[src/rtl/ras_stack_pkg.sv]
// Shared fetch-stage definitions for the return address stack: BTB RAS
// control encodings and the checkpoint record carried with each branch.
package ras_stack_pkg;

    localparam int RAS_DEPTH = 16;
    localparam int RAS_PTR_W = $clog2(RAS_DEPTH);
    localparam int RAS_AW    = 64;

    typedef enum logic [1:0] {
        RAS_CTL_NONE    = 2'b00,
        RAS_CTL_PUSH    = 2'b01,
        RAS_CTL_POP     = 2'b10,
        RAS_CTL_POPPUSH = 2'b11
    } ras_ctl_e;

    // Snapshot of the stack taken alongside every prediction; the branch tag
    // carries it so a mispredict redirect can restore the speculative stack.
    typedef struct packed {
        logic [RAS_PTR_W-1:0] tos;
        logic [RAS_PTR_W:0]   cnt;
        logic [RAS_AW-1:0]    top;
    } ras_ckpt_t;

endpackage

[src/rtl/ras_stack.sv]
// Speculative return address stack. Circular storage indexed by a top-of-stack
// pointer; occupancy saturates at DEPTH so overflow silently overwrites the
// oldest entry. Reads are combinational so fetch can redirect in-cycle.
module ras_stack
    import ras_stack_pkg::*;
#(
    parameter int DEPTH = 16,
    parameter int PTR_W = $clog2(DEPTH),
    parameter int AW    = 64
) (
    input  logic             clock,
    input  logic             reset,
    input  logic             ras_vld_i,
    input  logic [1:0]       ras_ctl_i,
    input  logic [AW-1:0]    ras_push_addr_i,
    input  logic             ras_rcv_i,
    input  logic [PTR_W-1:0] ras_rcv_tos_i,
    input  logic [PTR_W:0]   ras_rcv_cnt_i,
    input  logic [AW-1:0]    ras_rcv_top_i,
    output logic [AW-1:0]    ras_tar_o,
    output logic             ras_empty_o,
    output logic [PTR_W-1:0] ras_ckpt_tos_o,
    output logic [PTR_W:0]   ras_ckpt_cnt_o,
    output logic [AW-1:0]    ras_ckpt_top_o
);

    localparam logic [PTR_W:0] FULL_CNT = (PTR_W+1)'(DEPTH);

    logic [AW-1:0]    mem_q [DEPTH];
    logic [PTR_W-1:0] tos_q, tos_d;
    logic [PTR_W:0]   cnt_q, cnt_d;
    logic             wr_en;
    logic [PTR_W-1:0] wr_addr;
    logic [AW-1:0]    wr_data;
    logic [AW-1:0]    top_val;
    ras_ctl_e         ctl;

    assign ctl = ras_ctl_e'(ras_ctl_i);

    // Read side: present the top entry, masked to zero when the stack is empty.
    always_comb begin
        top_val        = (cnt_q == '0) ? '0 : mem_q[tos_q];
        ras_tar_o      = top_val;
        ras_ckpt_top_o = top_val;
        ras_ckpt_tos_o = tos_q;
        ras_ckpt_cnt_o = cnt_q;
        ras_empty_o    = (cnt_q == '0);
    end

    // Next-state pointer/occupancy and the single memory write port.
    // Recover wins over any same-cycle operation since that fetch is squashed.
    always_comb begin
        tos_d   = tos_q;
        cnt_d   = cnt_q;
        wr_en   = 1'b0;
        wr_addr = tos_q;
        wr_data = ras_push_addr_i;
        if (ras_rcv_i) begin
            tos_d   = ras_rcv_tos_i;
            cnt_d   = (ras_rcv_cnt_i > FULL_CNT) ? FULL_CNT : ras_rcv_cnt_i;
            wr_en   = 1'b1;
            wr_addr = ras_rcv_tos_i;
            wr_data = ras_rcv_top_i;
        end else if (ras_vld_i) begin
            case (ctl)
                RAS_CTL_PUSH: begin
                    tos_d   = tos_q + 1'b1;
                    cnt_d   = (cnt_q == FULL_CNT) ? cnt_q : cnt_q + 1'b1;
                    wr_en   = 1'b1;
                    wr_addr = tos_q + 1'b1;
                end
                RAS_CTL_POP: begin
                    if (cnt_q != '0) begin
                        tos_d = tos_q - 1'b1;
                        cnt_d = cnt_q - 1'b1;
                    end
                end
                RAS_CTL_POPPUSH: begin
                    // Coroutine swap replaces the top in place; on an empty
                    // stack there is nothing to pop, so it degrades to a push.
                    wr_en = 1'b1;
                    if (cnt_q == '0) begin
                        tos_d   = tos_q + 1'b1;
                        cnt_d   = cnt_q + 1'b1;
                        wr_addr = tos_q + 1'b1;
                    end
                end
                default: begin
                end
            endcase
        end
    end

    // Pointer and occupancy registers.
    always_ff @(posedge clock) begin
        if (reset) begin
            tos_q <= '0;
            cnt_q <= '0;
        end else begin
            tos_q <= tos_d;
            cnt_q <= cnt_d;
        end
    end

    // Entry storage is deliberately not reset; a write is suppressed under reset.
    always_ff @(posedge clock) begin
        if (wr_en && !reset) begin
            mem_q[wr_addr] <= wr_data;
        end
    end

endmodule

[config.mk]
export PLATFORM = sky130hd
export DESIGN_NAME = ras_stack
export DESIGN_NICKNAME = d
export VERILOG_FILES = /design/src/rtl/ras_stack_pkg.sv /design/src/rtl/ras_stack.sv
export SDC_FILE = /design/constraint.sdc
export NUM_CORES = 1
export LEC_CHECK = 0
export CORE_MARGIN = 5
export CORE_UTILIZATION = 53
export DETAILED_ROUTE_END_ITERATION = 6
export PLACE_DENSITY = 0.81
export SYNTH_ARGS = -nofsm -noshare
export SYNTH_HDL_FRONTEND = slang
export SYNTH_SLANG_ARGS = --single-unit
export TNS_END_PERCENT = 5
[constraint.sdc]
create_clock -name clock -period 7 [get_ports clock]
set_input_delay 0.7 -clock clock [delete_from_list [all_inputs] [get_ports clock]]
set_output_delay 0.7 -clock clock [all_outputs]
set_load 0.005 [all_outputs]
==> run metrics <==
Setup Fix Bufs, Post-CTS=0; Initial Utilization=53.30%; GRT Util Overall=22.99%; Die X=288.9 um; predominant post-synthesis flop cell=edfxtp_1; post-route ant nets=0; Avg Inst Size Synth=23.12 sq um; fin crit period=4.799 ns; Post-Route WL=95580 um; global-route wire length before repair=140700 um; Yosys reg bits=1037; R2R Setup Slk=2.91 ns; Tcrit/Tclk final=68.56%; Post-DP HPWL=47570 um; HP Class=register to register; Leak=14.79 nW; Pins Over Slew Limit=0; Iteration-0 DRC Markers=2310; Layout Nets=2186; Worst slew margin=10.86%; syn nets=1932; worst clock skew=0.04137 ns; top cell type's share of synthesized area=74.59%; most common cell in the synthesized netlist=edfxtp_1; via count=19.77k; drt pass-1 iters=6; area leader, netlist=edfxtp_1; outcome=finished, final reports clean; vias per inst=6.251; main area contributors after synthesis=edfxtp_1 (75%), mux4_2 (17%), mux2_2 (1.8%), buf_4 (1.2%), nor2b_1 (1.0%); Total Die Area=83460 sq um; drt drc=0; Setup Viol. Count Final=0; Mapped Cells=1783; Ports=281; Fmax achieved=0.2084 GHz; WHS Endpoint=ras_ckpt_cnt_o[3]$_SDFFE_PP0P_; post-synthesis sequential area ratio=75.22%; largest net degree at the start of global routing=93; WS Path Type=register to output port; Filler cells=5000; peak supply drop=0.2323 mV; CTS tree=yes; area of the core=77340 sq um; min-delay src=ras_ckpt_cnt_o[3]$_SDFFE_PP0P_; crit start category=register; reg2reg end=mem_q[8][58]$_DFFE_PP_; setup TNS=0 ns; CP arrival=4.10 ns; EDFF count, synth=1024; H-tree Lvls=3; final hold viol count=0; Worst Reg-to-Reg Cells=6; P per Cell Area=291.6 nW/um^2; Area Growth Syn to Fin=16.98%; worst reg2reg startpoint=ras_ckpt_cnt_o[0]$_SDFFE_PP0P_; hold-fix buffers at CTS=0; Util after Layout=62.35%; MaxCap Viol Count=0; cts bufs inserted=100; critical path fanouts, max=47; initial antenna violation count=2; layout cells sized above 1=27.95%; height of the die=288.9 um; YS warnings=0; Worst Path Required=6.30 ns; Clk Latency, worst-skew pair=0.67 ns; Clock Path Buffers=3; PostCTS Resize Cnt=0; wire length per cell=30.22 um; synth cell count leaders=edfxtp_1 (1024), mux4_2 (320), nor2b_1 (67), mux2_2 (65), buf_4 (64); worst path cell trace=buf_4, mux4_2, mux4_2, nor2b_1, clkdlybuf4s50_1; Clk pin slew, worst setup/hold paths=0.06 ns; Hold Crit Depth=2; Setup crit end kind=output port; number of global-route vias before repair=21.14k; ys async rst share=0%; family with the most delay on the worst path=multiplexers; port buffer count=280; gr ovfl total=0; most frequent CP cell=mux4_2; FP Rows=102; critical path's slowest cell=dfxtp_4; Sink Count=1037; worst slew pin tran=1.337 ns; gp weighted congestion=0.8165; CP Buf/Inv Count=2; synth unique cells=54; Max stage delay on crit path=0.99 ns; synthesized area=41220 sq um; RSZ-0062 raised after global routing=no; Root Driver=clkbuf_16
[flip-flops by register name, indices dropped and copies added (netlist names), named ones only]
signal / cells
ras_ckpt_tos_o: 4
mem_q: 1024
ras_ckpt_cnt_o: 5
[cells in the final DEF (no fill, tap or decap), types with 7 or more instances in the layout]
master	n
a21oi_1	10
buf_4	29
bufinv_16	15
clkbuf_1	15
clkbuf_16	100
clkdlybuf4s50_1	279
clkinv_1	26
clkinv_2	17
dfxtp_1	9
edfxtp_1	1024
inv_1	7
mux2_2	65
mux4_2	320
nand2_1	7
nor2_1	14
nor2b_1	67
nor3_2	10
xnor2_1	7
[cells by family after synthesis]
family,share of synthesized area (%)
simple gates,1.897
xor+xnor,0.1700
buf+inv,2.246
flops,75.22
fa+ha+maj,0.2003
compound gates,0.9076
mux,19.36
[worst max path at each step]
stage,from,end,cells after the start
detailed placement,ras_ctl_i[0],mem_q[8][49]$_DFFE_PP_,7
finish,register,ras_ckpt_top_o[28],5
global placement,ras_ctl_i[0],mem_q[8][58]$_DFFE_PP_,7
CTS,register,ras_ckpt_top_o[28],5
global route,register,ras_ckpt_top_o[28],5
floorplan,ras_vld_i,mem_q[13][0]$_DFFE_PP_,6
[metal layers]
metal | wire (um) | global-route usage [%] | share of wire [%] | vias to the layer above
li1 | - | - | - | 8001
met1 | 34880 | 30.39 | 36 | 10470
met2 | 50720 | 40.27 | 53 | 1126
met3 | 7803 | 4.249 | 8.2 | 170
met4 | 2148 | 5.581 | 2.2 | 4
met5 | 27 | 0 | 0.028 | -
[power breakdown]
| group | switching, mW | total, mW | internal (mW) |
|---|---|---|---|
| clock | 2.34 | 5.54 | 3.20 |
| sequential | 0.0906 | 7.06 | 6.97 |
| combinational | 0.676 | 1.46 | 0.780 |
| total | 3.11 | 14.1 | 11.0 |
[through the flow]
stage / worst slack [ns] / hold WS, ns / cells / total power, mW / instance area (sq um)
3_5_place_dp: 2.374 / 0.6135 / 2975 / 8.652 / 44830
6_report: 2.201 / 0.6174 / 3163 / 14.06 / 48220
4_1_cts: 2.051 / 0.6209 / 3162 / 14.17 / 48220
5_1_grt: 1.865 / 0.6512 / 3162 / 14.54 / 48220
3_3_place_gp: 2.471 / 0.6122 / 2975 / 8.609 / 44830
2_1_floorplan: 0.2312 / 0.5732 / 1783 / 8.051 / 41230
[worst register-to-register path: stages, from the launching register on]
cell      delay [ns]
dfxtp_1         0.39
or4_1           0.83
o21a_4          0.37
o211ai_4        0.37
nand3_1         0.26
nor2_4          0.81
buf_4           0.70
[layout make-up]
| type | instances | area (sq um) | area share [%] |
|---|---|---|---|
| tap | 1040 | 1301 | 2.698 |
| clock inverter | 72 | 833.3 | 1.728 |
| clock buffer | 115 | 2559 | 5.306 |
| sequential | 1037 | 31020 | 64.34 |
| multi-input combinational | 579 | 9387 | 19.46 |
| antenna | 1 | 2.502 | 0.005189 |
| inverter | 7 | 26.28 | 0.05449 |
| timing repair buffer | 312 | 3090 | 6.409 |
No activity file was read; power rests on OpenSTA's default activity.
